**src/rtl/mirfak_id_skid_stage.sv**
```systemverilog
`default_nettype none
// +--------------------------------------------------------------------------+
// | mirfak_id_skid_stage                                                     |
// | ID/EX boundary: operand bypass, branch resolve, 2-entry skid to EX.      |
// | Rev 1.0                                                                  |
// +--------------------------------------------------------------------------+
module mirfak_id_skid_stage #(
  parameter int XLEN   = 32,
  parameter int NFWD   = 3,
  parameter int CTRL_W = 32,
  parameter int SELW   = 3
) (
  input  logic                   clk_i,
  input  logic                   rst_ni,
  input  logic                   flush_i,
  input  logic                   id_valid_i,
  output logic                   id_ready_o,
  input  logic [XLEN-1:0]        id_pc_i,
  input  logic [31:0]            id_instruction_i,
  input  logic [XLEN-1:0]        id_imm_i,
  input  logic [XLEN-1:0]        id_rs1_data_i,
  input  logic [XLEN-1:0]        id_rs2_data_i,
  input  logic [NFWD*XLEN-1:0]   id_fwd_data_i,
  input  logic [SELW-1:0]        id_fwd_a_sel_i,
  input  logic [SELW-1:0]        id_fwd_b_sel_i,
  input  logic [1:0]             id_sel_op_a_i,
  input  logic [1:0]             id_sel_op_b_i,
  input  logic [2:0]             id_br_op_i,
  input  logic                   id_is_jalr_i,
  input  logic [CTRL_W-1:0]      id_control_i,
  output logic                   ex_valid_o,
  input  logic                   ex_ready_i,
  output logic [XLEN-1:0]        ex_pc_o,
  output logic [XLEN-1:0]        ex_operand_a_o,
  output logic [XLEN-1:0]        ex_operand_b_o,
  output logic [XLEN-1:0]        ex_store_data_o,
  output logic [31:0]            ex_instruction_o,
  output logic [CTRL_W-1:0]      ex_control_o,
  output logic                   ex_exception_o,
  output logic [XLEN-1:0]        ex_mtval_o,
  output logic                   take_branch_o,
  output logic [XLEN-1:0]        pc_bj_target_o
);

  localparam logic [31:0] C_NOP      = 32'h00000013;
  localparam logic [2:0]  C_BR_NONE  = 3'd0;
  localparam logic [2:0]  C_BR_BEQ   = 3'd1;
  localparam logic [2:0]  C_BR_BNE   = 3'd2;
  localparam logic [2:0]  C_BR_JUMP  = 3'd3;
  localparam logic [2:0]  C_BR_BLT   = 3'd4;
  localparam logic [2:0]  C_BR_BGE   = 3'd5;
  localparam logic [2:0]  C_BR_BLTU  = 3'd6;
  localparam logic [2:0]  C_BR_BGEU  = 3'd7;

  typedef struct packed {
    logic [XLEN-1:0]   pc;
    logic [XLEN-1:0]   op_a;
    logic [XLEN-1:0]   op_b;
    logic [XLEN-1:0]   store;
    logic [31:0]       instr;
    logic [CTRL_W-1:0] ctrl;
    logic              exc;
    logic [XLEN-1:0]   mtval;
  } bundle_t;

  function automatic bundle_t f_rst_bundle();
    bundle_t b;
    b       = '0;
    b.instr = C_NOP;
    return b;
  endfunction

  logic [XLEN-1:0] w_byp [NFWD];
  logic [XLEN-1:0] w_fwd_a;
  logic [XLEN-1:0] w_fwd_b;
  logic [XLEN-1:0] w_op_a;
  logic [XLEN-1:0] w_op_b;
  logic [XLEN-1:0] w_jalr_sum;
  logic [XLEN-1:0] w_target;
  logic            w_eq;
  logic            w_lt;
  logic            w_ltu;
  logic            w_cond;
  logic            w_accept;
  logic            w_transfer;
  logic            w_misaligned;
  bundle_t         w_new;

  logic            r_main_valid;
  logic            r_skid_valid;
  bundle_t         r_main;
  bundle_t         r_skid;

  generate
    for (genvar k = 0; k < NFWD; k++) begin : g_byp
      assign w_byp[k] = id_fwd_data_i[k*XLEN +: XLEN];
    end
  endgenerate

  // Out-of-range selects leave the operand undefined rather than aliasing a source.
  always_comb begin
    w_fwd_a = (id_fwd_a_sel_i == '0) ? id_rs1_data_i : 'x;
    w_fwd_b = (id_fwd_b_sel_i == '0) ? id_rs2_data_i : 'x;
    for (int k = 0; k < NFWD; k++) begin
      if (id_fwd_a_sel_i == SELW'(k + 1)) w_fwd_a = w_byp[k];
      if (id_fwd_b_sel_i == SELW'(k + 1)) w_fwd_b = w_byp[k];
    end
  end

  always_comb begin
    w_op_a = w_fwd_a;
    case (id_sel_op_a_i)
      2'd0:    w_op_a = w_fwd_a;
      2'd1:    w_op_a = id_pc_i;
      2'd2:    w_op_a = id_pc_i + XLEN'(4);
      default: w_op_a = '0;
    endcase
  end

  always_comb begin
    w_op_b = w_fwd_b;
    case (id_sel_op_b_i)
      2'd0:    w_op_b = w_fwd_b;
      2'd1:    w_op_b = id_imm_i;
      2'd2:    w_op_b = XLEN'(4);
      default: w_op_b = '0;
    endcase
  end

  assign w_eq  = (w_fwd_a == w_fwd_b);
  assign w_lt  = ($signed(w_fwd_a) < $signed(w_fwd_b));
  assign w_ltu = (w_fwd_a < w_fwd_b);

  always_comb begin
    w_cond = 1'b0;
    case (id_br_op_i)
      C_BR_NONE: w_cond = 1'b0;
      C_BR_BEQ:  w_cond = w_eq;
      C_BR_BNE:  w_cond = !w_eq;
      C_BR_JUMP: w_cond = 1'b1;
      C_BR_BLT:  w_cond = w_lt;
      C_BR_BGE:  w_cond = !w_lt;
      C_BR_BLTU: w_cond = w_ltu;
      C_BR_BGEU: w_cond = !w_ltu;
      default:   w_cond = 1'b0;
    endcase
  end

  assign w_jalr_sum = w_fwd_a + id_imm_i;
  assign w_target   = id_is_jalr_i ? {w_jalr_sum[XLEN-1:1], 1'b0} : (id_pc_i + id_imm_i);

  assign w_accept     = id_valid_i && id_ready_o && !flush_i;
  assign w_transfer   = r_main_valid && ex_ready_i;
  assign w_misaligned = take_branch_o && (w_target[1:0] != 2'b00);

  assign take_branch_o  = w_accept && w_cond;
  assign pc_bj_target_o = w_target;

  always_comb begin
    w_new       = '0;
    w_new.pc    = id_pc_i;
    w_new.op_a  = w_op_a;
    w_new.op_b  = w_op_b;
    w_new.store = w_fwd_b;
    w_new.instr = id_instruction_i;
    w_new.ctrl  = id_control_i;
    w_new.exc   = w_misaligned;
    w_new.mtval = w_misaligned ? w_target : '0;
  end

  // Skid refills main on transfer; ready only depends on the registered skid bit.
  always_ff @(posedge clk_i) begin
    if (!rst_ni) begin
      r_main_valid <= 1'b0;
      r_skid_valid <= 1'b0;
      r_main       <= f_rst_bundle();
      r_skid       <= f_rst_bundle();
    end else if (flush_i) begin
      r_main_valid <= 1'b0;
      r_skid_valid <= 1'b0;
    end else if (w_transfer) begin
      if (r_skid_valid) begin
        r_main       <= r_skid;
        r_main_valid <= 1'b1;
        r_skid_valid <= 1'b0;
      end else if (w_accept) begin
        r_main       <= w_new;
        r_main_valid <= 1'b1;
      end else begin
        r_main_valid <= 1'b0;
      end
    end else if (w_accept) begin
      if (!r_main_valid) begin
        r_main       <= w_new;
        r_main_valid <= 1'b1;
      end else begin
        r_skid       <= w_new;
        r_skid_valid <= 1'b1;
      end
    end
  end

  assign id_ready_o       = !r_skid_valid;
  assign ex_valid_o       = r_main_valid;
  assign ex_pc_o          = r_main.pc;
  assign ex_operand_a_o   = r_main.op_a;
  assign ex_operand_b_o   = r_main.op_b;
  assign ex_store_data_o  = r_main.store;
  assign ex_instruction_o = r_main.instr;
  assign ex_control_o     = r_main.ctrl;
  assign ex_exception_o   = r_main.exc;
  assign ex_mtval_o       = r_main.mtval;

  a_fwd_sel_range: assert property (@(posedge clk_i) disable iff (!rst_ni)
    (id_valid_i && id_ready_o) |-> ((id_fwd_a_sel_i <= SELW'(NFWD)) && (id_fwd_b_sel_i <= SELW'(NFWD))))
    else $error("forward select out of range");

  a_branch_gate: assert property (@(posedge clk_i) disable iff (!rst_ni)
    take_branch_o |-> (id_ready_o && !flush_i))
    else $error("redirect while not accepting");

  a_stall_stable: assert property (@(posedge clk_i) disable iff (!rst_ni)
    (ex_valid_o && !ex_ready_i && !flush_i) |=> (r_main == $past(r_main)))
    else $error("bundle changed under stall");

endmodule
`default_nettype wire

```
**config.mk**
```make
export PLATFORM = sky130hd
export DESIGN_NAME = mirfak_id_skid_stage
export DESIGN_NICKNAME = d
export VERILOG_FILES = /design/src/rtl/mirfak_id_skid_stage.sv
export SDC_FILE = /design/constraint.sdc
export NUM_CORES = 1
export LEC_CHECK = 0
export BUFFER_PORTS_ARGS = -buffer_cell sky130_fd_sc_hd__buf_2
export CORE_AREA = 2 2 219 221
export DETAILED_ROUTE_END_ITERATION = 7
export DIE_AREA = 0 0 221 223
export GPL_ROUTABILITY_DRIVEN = 0
export GPL_TIMING_DRIVEN = 1
export PLACE_DENSITY = 0.81
export SETUP_SLACK_MARGIN = 0.05
export SLEW_MARGIN = 20
export SYNTH_ARGS = -nofsm -noshare
export SYNTH_HDL_FRONTEND = slang
export SYNTH_SLANG_ARGS = --single-unit
```
**constraint.sdc**
```tcl
create_clock -name clk_i -period 8.1 [get_ports clk_i]
set_input_delay 1.62 -clock clk_i [delete_from_list [all_inputs] [get_ports clk_i]]
set_output_delay 1.62 -clock clk_i [all_outputs]
set_load 0.05 [all_outputs]
```
==> impl_metrics.json <==
{
  "fin_crit_sh_pct": 95.7,
  "ys_seq_area_share_pct": 35.5,
  "synth_flop_cell": "dfxtp_1",
  "clock-sinks": 452,
  "synthCells": 3441,
  "dr.pass1.iters": 7,
  "viasPerCell": 6.22,
  "cp-startpoint": "id_fwd_a_sel_i[2]",
  "max_freq_mhz": 129,
  "ant_nets": 0,
  "ir_drop_uv": 158,
  "synth_edf_count": 0,
  "syn_area_mm2": 0.0255,
  "setup_violations": 0,
  "relSlewSlack_pct": 24.1,
  "via_count": 28014,
  "clockBufferDepth": 3,
  "area_growth_syn_to_layout_pct": 18.6,
  "grt-ovfl-total": 0,
  "synth_fp_nets": 3844,
  "wl_met2_mm": 42.3,
  "nNetsFinal": 4237,
  "yosysWarnings": 0,
  "grt_pass1_vias": 24817,
  "synth_seq_cells": 452,
  "critical_path_class": "input pin to output port",
  "worstHoldPathType": "flop to flop",
  "drt_iter0_drc": 3381,
  "core_mm2": 0.0471,
  "r2r-end": "r_skid[11]",
  "avgSynthCellArea_um2": 7.41,
  "cts_made_buffers": 48,
  "grt_max_degree": 201,
  "dieArea_mm2": 0.0493,
  "antenna_found_initial": 24,
  "status": "completed",
  "power_density_mw_per_mm2": 210,
  "root_buffer": "clkbuf_16",
  "hold_viol": 0,
  "final_common_cell": "nand2_1",
  "cp_max_fo": 13,
  "fp.dieW_um": 221,
  "drc": 0,
  "rsz0062_at_grt": "false",
  "io_buffers": 566,
  "drive_gt1_share_pct": 18.9,
  "path_clk_slew_ns": 0.06,
  "wire_per_inst_um": 22.4,
  "grt_usage_pct": 38.6,
  "met3_length_mm": 12.0,
  "async_flop_share_pct": 0,
  "worstPathRequired_ns": 6.48,
  "ctsHoldBuffers": 0,
  "hold_path_end": "ex_operand_a_o[8]",
  "fin_skew_ns": 0.0188,
  "maxSlewViolCount": 0,
  "grt_pass1_wl_mm": 149,
  "pin_count": 567,
  "tritoncts": "built",
  "met1_length_mm": 38.0,
  "ff2ff_setup_slack_ns": 4.34,
  "initial_core_util_pct": 54.0,
  "reg2reg_depth": 8,
  "place_hpwl_mm": 73.3,
  "maxCapViolations": 0,
  "row_count": 80,
  "tightestPinTransition_ns": 1.14,
  "final_cell_mix": "nand2_1, buf_2, nor2_1",
  "crit_path_end_kind": "output port",
  "die_y_um": 223,
  "whs_ns": 0.451,
  "min_from": "ex_operand_a_o[8]",
  "arrival_ns": 6.13,
  "drt-total-wl_mm": 101,
  "worst_setup_path_start_kind": "input pin",
  "clk_latency_ns": 0.61,
  "p_leak_nw": 13.0,
  "r2r-start": "r_skid_valid",
  "fin_crit_ns": 7.75,
  "postCtsSetupBuffers": 0,
  "fin_tns_setup_ns": 0,
  "synth.distinct_cells": 84,
  "whs_path_depth": 2,
  "htree_levels": 2,
  "highest_layer": "met5"
}
## area by class of cell
class / instances / area [um2]
fillers: 4237 / 16900
multi-input cells: 2675 / 15300
flip-flops and latches: 452 / 9050
repair buffers: 610 / 3250
clock buffers: 70 / 1390
well taps: 615 / 769
clock inverters: 15 / 208
inverters: 47 / 184
diodes: 19 / 47.5
## registers in the layout, indices dropped and copies added, names as in the netlist
| signal | flops |
|---|---|
| ex_exception_o | 1 |
| ex_operand_b_o | 32 |
| r_skid | 225 |
| ex_store_data_o | 32 |
| ex_valid_o | 1 |
| ex_operand_a_o | 32 |
| ex_pc_o | 32 |
| ex_control_o | 32 |
| ex_mtval_o | 32 |
| r_skid_valid | 1 |
| ex_instruction_o | 32 |
## how the worst max path moves through the flow
stage / end / slack [ns] / cells past startpoint
3_5_place_dp: pc_bj_target_o[28] / 0.44 / 16
3_3_place_gp: pc_bj_target_o[28] / 0.53 / 16
6_report: pc_bj_target_o[28] / 0.35 / 16
5_1_grt: pc_bj_target_o[28] / 0.13 / 16
2_1_floorplan: pc_bj_target_o[31] / 0.32 / 16
4_1_cts: pc_bj_target_o[28] / 0.41 / 16
## kinds of logic after synthesis
logic type | after synthesis | synth area share, %
buffers and inverters | 314 | 4.74
xor gates and xnor gates | 32 | 1.10
and+or+nand+nor | 1441 | 23.7
DFF | 452 | 35.5
AOI/OAI and AO/OA | 1003 | 26.1
adders and majority gates | 96 | 4.77
muxes | 103 | 4.07
## layer usage
layer	GRT usage, %	vias to the layer above
li1	-	13039
met1	49.0	12744
met2	56.4	1815
met3	10.3	408
met4	28.2	8
met5	0	-
## stage by stage
stage / instance area, um2 / std cells / worst slack, ns / total power (W) / util [%]
floorplan: 25500 / 3441 / 0.319 / 0.00353 / -
global placement: 28500 / 4399 / 0.527 / 0.00407 / 60.5
detailed placement: 28500 / 4399 / 0.439 / 0.00408 / 60.5
CTS: 30100 / 4484 / 0.414 / 0.00631 / 63.9
global route: 30200 / 4502 / 0.129 / 0.00654 / 64.1
finish: 30200 / 4503 / 0.345 / 0.00634 / 64.1
## power by group
part | total, W | internal, W | switching, W | leakage [nW]
logic | 0.00175 | 0.000499 | 0.00125 | 8.58
clock network | 0.00224 | 0.00130 | 0.000946 | 0.786
registers | 0.00235 | 0.00230 | 0.0000441 | 3.68
## critical path, cell delays in order
cell and delay (ns):
buf_2 0.16, or3b_2 0.68, buf_4 0.28, mux2i_1 0.13
a211oi_1 0.23, a21o_1 0.20, ha_1 0.32, a21o_1 0.22
a22oi_1 0.34, a211o_1 0.29, a21oi_1 0.12, o41ai_1 0.48
mux2i_1 0.17, a2111oi_1 0.42, nand3_1 0.20, buf_2 0.26
## Yosys cell counts, types with 41 or more instances
library cell,number,area share [%]
o21ai_0,162,3.2
a21oi_1,323,6.3
nor3_1,41,0.81
a211oi_1,140,4.1
ha_1,94,4.6
nor2_1,512,7.5
mux2i_1,98,3.8
inv_1,47,0.69
a21o_1,55,1.6
dfxtp_1,452,36
a311oi_1,127,4.4
nand2_1,689,10
clkbuf_1,245,3.6
## timing repair
action	in CTS	in global routing
endpoints found under the hold margin	0	0
resized for setup	0	2
setup endpoints to repair	0	2
No activity file was read; power rests on OpenSTA's default activity.
